$ cat config.mk
export PLATFORM = sky130hd
export DESIGN_NAME = bilinear_fetch_sched
export DESIGN_NICKNAME = d
export VERILOG_FILES = /design/src/rtl/bilinear_fetch_sched.sv
export SDC_FILE = /design/constraint.sdc
export NUM_CORES = 1
export LEC_CHECK = 0
export CAP_MARGIN = 5
export CORE_MARGIN = 8
export CORE_UTILIZATION = 55
export DETAILED_ROUTE_END_ITERATION = 16
export GPL_TIMING_DRIVEN = 0
export PLACE_DENSITY = 0.81
export SYNTH_ARGS = -nofsm -noshare
export SYNTH_HDL_FRONTEND = slang
export SYNTH_SLANG_ARGS = --single-unit
$ cat constraint.sdc
create_clock -name clk -period 11.02 [get_ports clk]
set_input_delay 1.653 -clock clk [delete_from_list [all_inputs] [get_ports clk]]
set_output_delay 1.653 -clock clk [all_outputs]
set_load 0.03 [all_outputs]
$ cat src/rtl/bilinear_fetch_sched.sv
// Fetches the 2x2 neighbourhood of one fixed-point coordinate and emits one pixelx4/decimal beat.
// Optional macro PIX_STATS_EN adds the px_count/oob_count statistics outputs.
module bilinear_fetch_sched #(
  parameter int unsigned IMG_W    = 640,
  parameter int unsigned IMG_H    = 480,
  parameter int unsigned ADDR_W   = 19,
  parameter int unsigned RD_LAT   = 2,
  parameter int unsigned CREDITS  = 8,
  parameter logic [15:0] BG_PIXEL = 16'h0000
) (
  input  logic              clk,
  input  logic              rst,
  input  logic              coord_valid,
  output logic              coord_ready,
  input  logic [17:0]       coord_x,
  input  logic [17:0]       coord_y,
  output logic              rd_en,
  output logic [ADDR_W-1:0] rd_addr,
  input  logic [15:0]       rd_data,
  output logic [63:0]       pixelx4,
  output logic [15:0]       decimal,
  output logic              pixelx4_valid,
  input  logic              fifo_pop,
  output logic              busy,
`ifdef PIX_STATS_EN
  output logic [31:0]       px_count,
  output logic [15:0]       oob_count,
`endif
  output logic              credit_err
);

  localparam int unsigned INT_W  = 10;
  localparam int unsigned FRAC_W = 8;
  localparam int unsigned CRED_W = 4;
  localparam int unsigned TAG_W  = 3;
  localparam logic [INT_W-1:0]  X_LAST   = INT_W'(IMG_W - 1);
  localparam logic [INT_W-1:0]  Y_LAST   = INT_W'(IMG_H - 1);
  localparam logic [CRED_W-1:0] CRED_MAX = CRED_W'(CREDITS);

  typedef enum logic [2:0] {IDLE, ADDR, ISSUE, WAIT, EMIT} state_t;

  state_t              state;
  logic [INT_W-1:0]    xi, yi;
  logic [FRAC_W-1:0]   xf, yf;
  logic [ADDR_W-1:0]   base, dx, dy;
  logic [ADDR_W-1:0]   base_c;
  logic                oob_c;
  logic [1:0]          idx;
  logic [TAG_W-1:0]    tag_pipe [RD_LAT];
  logic [TAG_W-1:0]    tag_out;
  logic [3:0][15:0]    slot;
  logic [CRED_W-1:0]   credits;
  logic                emit;

  assign base_c      = ADDR_W'(yi) * ADDR_W'(IMG_W) + ADDR_W'(xi);
  assign oob_c       = (32'(xi) >= IMG_W) || (32'(yi) >= IMG_H);
  assign tag_out     = tag_pipe[RD_LAT-1];
  assign emit        = (state == EMIT);
  assign coord_ready = (state == IDLE) && (credits != '0) && !rst;
  assign busy        = (state != IDLE);

  always_ff @(posedge clk or posedge rst) begin
    if (rst) begin
      state         <= IDLE;
      xi            <= '0;
      yi            <= '0;
      xf            <= '0;
      yf            <= '0;
      base          <= '0;
      dx            <= '0;
      dy            <= '0;
      idx           <= '0;
      for (int unsigned i = 0; i < RD_LAT; i++) tag_pipe[i] <= '0;
      slot          <= '0;
      credits       <= CRED_MAX;
      credit_err    <= 1'b0;
      rd_en         <= 1'b0;
      rd_addr       <= '0;
      pixelx4       <= '0;
      decimal       <= '0;
      pixelx4_valid <= 1'b0;
    end else begin
      pixelx4_valid <= 1'b0;

      // Tag travels alongside the read so returning data lands in its slot.
      tag_pipe[0] <= {rd_en, idx};
      for (int unsigned i = 1; i < RD_LAT; i++) tag_pipe[i] <= tag_pipe[i-1];
      if (tag_out[2]) slot[tag_out[1:0]] <= rd_data;

      // A credit is consumed on emit and returned by a pop; a pop at full is an error.
      if (emit && !fifo_pop) begin
        credits <= credits - CRED_W'(1);
      end else if (!emit && fifo_pop) begin
        if (credits == CRED_MAX) credit_err <= 1'b1;
        else                     credits    <= credits + CRED_W'(1);
      end

      case (state)
        IDLE: begin
          if (coord_valid && coord_ready) begin
            xi    <= coord_x[17:8];
            yi    <= coord_y[17:8];
            xf    <= coord_x[7:0];
            yf    <= coord_y[7:0];
            state <= ADDR;
          end
        end
        ADDR: begin
          base <= base_c;
          dx   <= (xi == X_LAST) ? '0 : ADDR_W'(1);
          dy   <= (yi == Y_LAST) ? '0 : ADDR_W'(IMG_W);
          if (oob_c) begin
            pixelx4       <= {4{BG_PIXEL}};
            decimal       <= '0;
            pixelx4_valid <= 1'b1;
            state         <= EMIT;
          end else begin
            rd_en   <= 1'b1;
            rd_addr <= base_c;
            idx     <= '0;
            state   <= ISSUE;
          end
        end
        ISSUE: begin
          idx <= idx + 2'd1;
          if (idx == 2'd3) begin
            rd_en <= 1'b0;
            state <= WAIT;
          end else begin
            case (idx)
              2'd0:    rd_addr <= base + dx;
              2'd1:    rd_addr <= base + dy;
              default: rd_addr <= base + dy + dx;
            endcase
          end
        end
        WAIT: begin
          // Last neighbour is taken straight from the read port as it arrives.
          if (tag_out[2] && tag_out[1:0] == 2'd3) begin
            pixelx4       <= {rd_data, slot[2], slot[1], slot[0]};
            decimal       <= {xf, yf};
            pixelx4_valid <= 1'b1;
            state         <= EMIT;
          end
        end
        EMIT:    state <= IDLE;
        default: state <= IDLE;
      endcase
    end
  end

`ifdef PIX_STATS_EN
  logic oob_pend;

  // Saturating emit statistics.
  always_ff @(posedge clk or posedge rst) begin
    if (rst) begin
      oob_pend  <= 1'b0;
      px_count  <= '0;
      oob_count <= '0;
    end else begin
      if (state == ADDR) oob_pend <= oob_c;
      if (pixelx4_valid && px_count != '1) px_count <= px_count + 32'd1;
      if (pixelx4_valid && oob_pend && oob_count != '1) oob_count <= oob_count + 16'd1;
    end
  end
`else
  // Statistics counters are not built in this configuration.
`endif

endmodule

==> results of run 1 <==
==> logic make-up after synthesis <==
group	Yosys count
flip-flops	222
buffers and inverters	79
AND/OR/NAND/NOR	441
AO/OA/AOI/OAI	117
XOR/XNOR	38
adder cells (fa/ha/maj)	34
multiplexers	88
==> worst min path at each step <==
| stage | startpoint | endpoint | slack (ns) | depth (start not counted) |
|---|---|---|---|---|
| finish | tag_pipe[3]$_DFF_PP0_ | tag_out[0]$_DFF_PP0_ | 0.35 | 0 |
| global placement | tag_pipe[4]$_DFF_PP0_ | tag_out[1]$_DFF_PP0_ | 0.33 | 0 |
| detailed placement | tag_pipe[5]$_DFF_PP0_ | tag_out[2]$_DFF_PP0_ | 0.34 | 0 |
| CTS | tag_pipe[3]$_DFF_PP0_ | tag_out[0]$_DFF_PP0_ | 0.35 | 0 |
| global route | tag_pipe[3]$_DFF_PP0_ | tag_out[0]$_DFF_PP0_ | 0.35 | 0 |
| floorplan | tag_pipe[3]$_DFF_PP0_ | tag_out[0]$_DFF_PP0_ | 0.33 | 0 |
==> state kept, by name, summed over array words and instances (netlist names) <==
signal and flops:
tag_pipe 3, pixelx4_valid 1, idx 2, credits 4, xi 10, rd_addr 19
slot 48, tag_out 3, xf 8, yf 8, dx 1, decimal 16
base 19, dy 1, pixelx4 64, yi 10, state 3, credit_err 1
rd_en 1
==> routing by layer <==
layer,vias up,part of all wire (%)
met3,57,7.6
met5,-,0
met4,0,2.8
met2,316,46
met1,4094,43
li1,3886,-
==> stage by stage <==
step	setup slack, ns	util [%]	hold WS, ns	power (W)	cell area [sq um]
after floorplan	3.291	-	0.3312	0.002524	10420
after CTS	6.191	70.30	0.3542	0.003867	13110
after global routing	6.093	70.30	0.3548	0.004096	13110
after detailed placement	6.198	66.18	0.3355	0.003066	12340
final	6.196	70.30	0.3512	0.003859	13110
after global placement	0.5549	65.99	0.3346	0.003013	12300
==> area by class of cell <==
cell class | count | share of cell area (%)
Clock inverter | 8 | 0.6206
Sequential cell | 222 | 42.40
Clock buffer | 36 | 5.232
Multi-Input combinational cell | 718 | 34.68
Inverter | 19 | 0.6015
Buffer | 60 | 1.881
Timing Repair Buffer | 160 | 12.35
Tap cell | 234 | 2.234
==> cell usage in the layout, fill, tap and decap left out, types with 10 or more instances in the layout <==
master             n
nand2_1          238
xor2_1            21
inv_1             17
nand3_1           89
nor3_1            11
clkbuf_16         24
mux2_2            84
o21ai_0           37
nor2_1            38
nor4_1            10
buf_1             16
dfrtp_1          221
a21oi_1           22
ha_1              31
clkdlybuf4s50_1  159
xnor2_1           17
clkbuf_1          42
==> power groups by stage <==
stage               clock (W)  sequential, W  combinational [W]
global route         0.000822        0.00136            0.00192
CTS                  0.000793        0.00132            0.00175
global placement            0        0.00132            0.00170
detailed placement          0        0.00133            0.00173
floorplan                   0        0.00142            0.00110
finish               0.000780        0.00133            0.00175
==> worst max-delay path, stage by stage <==
cell	delay, ns
clkdlybuf4s50_1	0.51
nor3_1	0.29
clkdlybuf4s50_1	0.72
==> summary.txt, run 1 <==
Synth
  • Synth Flop Type: dfrtp_1
  • Largest family of logic cells by synthesized area: simple AND/OR/NAND/NOR gates
  • Synth warn: 0
  • Syn_nets: approximately 1100
  • Mapped Avg Cell Area: 10.22 sq um
  • Sequential fraction of the synthesis area: between 50% and 60%
  • Adder-cell share of the synthesized area: about 4.3%
  • Synth Area in Compound Gates: under 10%
  • Async SR Flop Fraction: between 90% and 100%
  • Synthesis-stage register bit count: between 200 and 250
  • Mux contribution to synthesized area: 9.463%
  • Xor and xnor area share after synthesis: between 3 and 4%
  • Post-Syn Instances: approximately 1000
  • Top cells by area, synth: dfrtp_1 53%, mux2_2 9.1%, nand2_1 8.6%, nand3_1 4.3%, ha_1 3.7%
  • Netlist cell types: 68
  • Commonest cells in the netlist: 238 x nand2_1, 221 x dfrtp_1, 89 x nand3_1
  • Yosys top cell area share: approximately 53%
  • Number of synthesized flops with an enable pin: 0
  • Synth Cell Area: roughly 10000 sq um
  • Count leader, synth: nand2_1
  • Synth Area in Simple Gates: 19.35%
  • Post-synth top area cell: dfrtp_1

Timing
  • Worst-margin pin slew: ~1.2 ns
  • Final period util: between 40% and 50%
  • Final Hold Vio Count: 0
  • Max_slew headroom: 19.95%
  • Final Slew Violations: 0
  • Clk_skew: ~0.018 ns
  • FMAX: about 210 MHz
  • RSZ-0062 raised after global routing: false
  • Setup TNS: 0 ns
  • Final setup fails: 0
  • Period minus WS final: between 4 and 5 ns

Drt
  • WL per Instance: about 19 um
  • Routed Wire Length: approximately 28000 um
  • Antenna viol nets, final: 0
  • Vias: 8353
  • Starting DRT DRC Count: 589
  • Drt via density: about 5.7
  • Residual DRC count: 0
  • Drt first pass iters: 5

Clock tree
  • Worst-case clock buffer depth: 3
  • TritonCTS Buffers: 24
  • Clock root buffer: clkbuf_16
  • Post-CTS resize count: 0
  • CTS tree: built
  • Clock-pin slew on the worst setup and hold paths: roughly 0.06 ns
  • Postcts setup bufs: 0
  • Worst skew pair latency: 0.52 ns
  • Htree depth: 1
  • # hold bufs at CTS: 0
  • Sink Count: 222

Setup path
  • Kind of critical path: in -> out
  • Critical R2R Launch: state[0]$_DFFE_PP0P_
  • Critical R2R Capture: pixelx4[43]$_DFFE_PP0P_
  • Setup slack, reg-to-reg: ~7.4 ns
  • Arr. time, crit path: about 3.2 ns
  • Worst setup EP type: output pin
  • FF-to-FF path depth: 9
  • Worst setup path start: rst
  • Worst Setup EP: coord_ready
  • Setup crit start kind: input pin
  • CP max FO: 2
  • Worst endpoint required time: 9.37 ns

Power
  • Gate power share: between 40% and 50%
  • Max rail drop VDD: about 0.00025 V
  • Pwr/cell area: 294.4 nW/um^2
  • Switch Pwr: 0.001560 W
  • Leakage power: between 5 and 6 nW
  • Switching part of the total power: between 40% and 50%
  • Sequential share of power: 34.4%
  • Clock Power Share: 20.2%
  • Cell Int Power: about 0.0023 W

Place
  • Post-DP HPWL: just under 20000 um
  • Post-Place Cells: around 1400
  • GPL Wtd Cong: roughly 0.9
  • Port Buf Inserts: approximately 160

Outcome
  • Run status: finished, final reports clean

Flow run
  • Maxcap violations: 0

Cells and area
  • Antenna Cells: 0
  • Seq. cell area: around 5600 sq um
  • Post-Layout Cell Count: approximately 1500
  • Multi-input gate area: ~4500 sq um
  • Area Growth Syn to Fin: 25.78%
  • Share of layout cells above drive strength 1: 11.86%
  • Fillcell total: approximately 1400
  • Final Net Count: between 1000 and 1500

Global routing
  • Largest net degree at the start of global routing: around 120
  • Total GRT Usage: 22.90%
  • Met1 Resource Use GR: a little under a third
  • Vias in the first global route: between 8000 and 9000
  • First-pass GRT wire length: around 44000 um
  • Grt ovf: 0
  • Met2 track demand over resource: 36.66%
  • Most crowded layer after global routing: met2
  • Antenna violations before repair: 0
  • Met3 GRT Util: approximately 4.7%

Die
  • Die Y: ~150 um
  • Rows: 50
  • Core ar.: around 19000 sq um
  • Top Ports: 160
  • Initial Util: 55.89%
  • Full die area: 23600 sq um
  • Die width: roughly 150 um

Hold path
  • Hold Path Class: reg -> reg
Power figures use the tool's default switching activity.
==> run 2, diff against run 1 <==
- CORE_UTILIZATION: 55 -> 49
- PLACE_DENSITY: 0.81 -> 0.76
- clock period: 11.02 -> 4.2 ns (I/O delays scaled with it)
==> run 2 against run 1 <==
Final cell count is 3.2% higher. Critical path depth grew 6. Sequential power grew to 2.6 times the previous value. Final area grew 1.3%. Global-route usage down 1.8 points. Via count is 1.2% lower. Flip-flop and latch count unchanged. Power rose to 2.6 times the previous value. Non-clock buffer count increased by 5. Largest cell class unchanged.
==> summary.txt, run 2 (synthesized netlist as in run 1, its figures left out) <==
Outcome
  • Run status: finished, final reports clean

Die
  • Core ar.: 20960 sq um (+12%)
  • Initial Util: 49.72% (-6.2 points)
  • Die width: 161.8 um (+5.3%)
  • Die Y: 161.8 um (+5.3%)
  • Full die area: 26180 sq um (+11%)
  • Rows: 53 (+6.0%)
  • Top Ports: 160 (unchanged)

Place
  • Placed cell areas: 12480 sq um (+1.1%)
  • GPL Wtd Cong: 0.9141 (-1.4%)
  • Port Buf Inserts: 159 (unchanged)
  • Post-Place Cells: 1459 (+3.3%)
  • Post-DP HPWL: 20790 um (+4.9%)

Global routing
  • Total GRT Usage: 21.11% (-1.8 points)
  • First-pass GRT wire length: 44840 um (+1.3%)
  • Vias in the first global route: 8199 (-0.97%)
  • Antenna violations before repair: 0 (unchanged)
  • Largest net degree at the start of global routing: 41 (-65%)
  • Grt ovf: 0 (unchanged)

Setup path
  • Arr. time, crit path: 3.91 ns (+0.74 ns)
  • Worst setup EP type: flop
  • Crit-path most repeated cell: clkbuf_1
  • Worst endpoint required time: 4.60 ns (-4.77 ns)
  • CP bufs+invs: 4 (+2)
  • CP max FO: 10 (+8)
  • Crit path cell chain: clkbuf_1, nand2b_1, a2111oi_0, or3_1, clkbuf_1, inv_2, clkbuf_1, nand3_1, nand2_1
  • Crit-path slowest cell: a2111oi_0
  • Max stage delay on crit path: 1.06 ns (+0.34 ns)
  • Kind of critical path: reg -> reg
  • Setup crit start kind: flop
  • Top delay family on crit path: buffers and inverters

Power
  • Pwr/cell area: 768.7 nW/um^2 (+160%)
  • Leakage power: 6.042 nW (+0.91%)
  • Max rail drop VDD: 0.0006048 V (+140%)

Cells and area
  • Area Growth Syn to Fin: 27.41%
  • Largest registers: pixelx4: 64 flops, slot: 48 flops
  • Finished Core Util: 63.34% (-7.0 points)
  • Antenna Cells: 0 (unchanged)
  • Share of layout cells above drive strength 1: 12.30% (+0.44 points)
  • Largest Register: pixelx4
  • Fillcell total: 1699 (+24%)
  • Fin area: 13270 sq um (+1.3%)
  • Post-Layout Cell Count: 1503 (+3.2%)
  • Commonest non-fill, non-tap cells in the layout: 238 x nand2_1, 221 x dfrtp_1, 159 x clkdlybuf4s50_1
  • Max FFs per register: 64 (unchanged)
  • Final Net Count: 1300 (+0.39%)
  • Most common cell after layout, fill and taps aside: nand2_1

Timing
  • Worst-margin pin slew: 1.244 ns (+0.07403 ns)
  • RSZ-0062 raised after global routing: false
  • Final setup fails: 0 (unchanged)
  • Final Slew Violations: 0 (unchanged)
  • Period minus WS final: around 3.5 ns
  • FMAX: roughly 290 MHz
  • Max_slew headroom: 16.27% (-3.7 points)
  • WHS: 0.3497 ns (-0.001461 ns)
  • Clk_skew: 0.01561 ns (-0.002527 ns)
  • Final period util: 83.38%
  • Final Hold Vio Count: 0 (unchanged)

Clock tree
  • Sink Count: 222 (unchanged)
  • CTS tree: built
  • Clock root buffer: clkbuf_16
  • Postcts setup bufs: 0 (unchanged)
  • Clock-pin slew on the worst setup and hold paths: 0.06 ns (about the same)
  • TritonCTS Buffers: 24 (unchanged)
  • # hold bufs at CTS: 0 (unchanged)
  • Worst-case clock buffer depth: 3 (unchanged)
  • Worst skew pair latency: 0.52 ns (about the same)
  • Htree depth: 1 (unchanged)
  • Post-CTS resize count: 0 (unchanged)

Drt
  • Vias: 8252 (-1.2%)
  • Drt first pass iters: 4 (-1)
  • Antenna viol nets, final: 0 (unchanged)
  • Drt via density: 5.490 (-4.2%)
  • Routed Wire Length: 27900 um (+1.4%)
  • WL per Instance: 18.56 um (-1.7%)
  • Residual DRC count: 0 (unchanged)
  • Starting DRT DRC Count: 581 (-1.4%)

Flow run
  • Maxcap violations: 0 (unchanged)

Hold path
  • Hold Path Class: reg -> reg
[run 2: path summary, 6_finish.rpt]
kind / start / endpoint / slack, ns / depth (start not counted)
hold reg to reg: tag_pipe[3]$_DFF_PP0_ / tag_out[0]$_DFF_PP0_ / 0.35 / 0
min in group asynchronous: rst / pixelx4[47]$_DFFE_PP0P_ / 0.58 / 2
setup / recovery: state[1]$_DFFE_PP0P_ / pixelx4[9]$_DFFE_PP0P_ / 0.70 / 9
setup reg to reg: state[1]$_DFFE_PP0P_ / pixelx4[9]$_DFFE_PP0P_ / 0.70 / 9
max in group asynchronous: rst / yi[6]$_DFFE_PP0P_ / 2.49 / 5
hold / removal: tag_pipe[3]$_DFF_PP0_ / tag_out[0]$_DFF_PP0_ / 0.35 / 0
[run 2: report_power, final]
group          internal (W)  switching [W]
clock               0.00124       0.000862
combinational       0.00193        0.00269
sequential          0.00292       0.000551
total               0.00610        0.00411
[run 2: per-layer routing]
metal | wire, um | part of all wire, % | track usage [%] | up-vias
met5 | 0 | 0 | 0 | -
met4 | 404 | 1.4 | 4.588 | 0
met3 | 1899 | 6.8 | 4.606 | 35
met2 | 13450 | 48 | 34.58 | 246
met1 | 12150 | 44 | 28.31 | 4066
li1 | - | - | - | 3905
[run 2: per-stage QoR]
step | setup TNS (ns) | total power (W) | setup slack, ns
after floorplan | 0 | 0.006622 | 0.6748
after global placement | -219.62 | 0.007946 | -1.010
after detailed placement | 0 | 0.008095 | 0.8383
after CTS | 0 | 0.01026 | 0.8259
after global routing | 0 | 0.01089 | 0.4792
final | 0 | 0.01020 | 0.6980
[run 2: final cells by class]
cell class	instances	area [sq um]	area share, %
flip-flops and latches	222	5557	41.86
multi-input cells	718	4544	34.24
repair buffers	165	1712	12.89
clock buffers	38	723.2	5.448
well taps	275	344.1	2.592
plain buffers	60	246.5	1.857
inverters	19	75.07	0.5656
clock inverters	6	72.57	0.5467
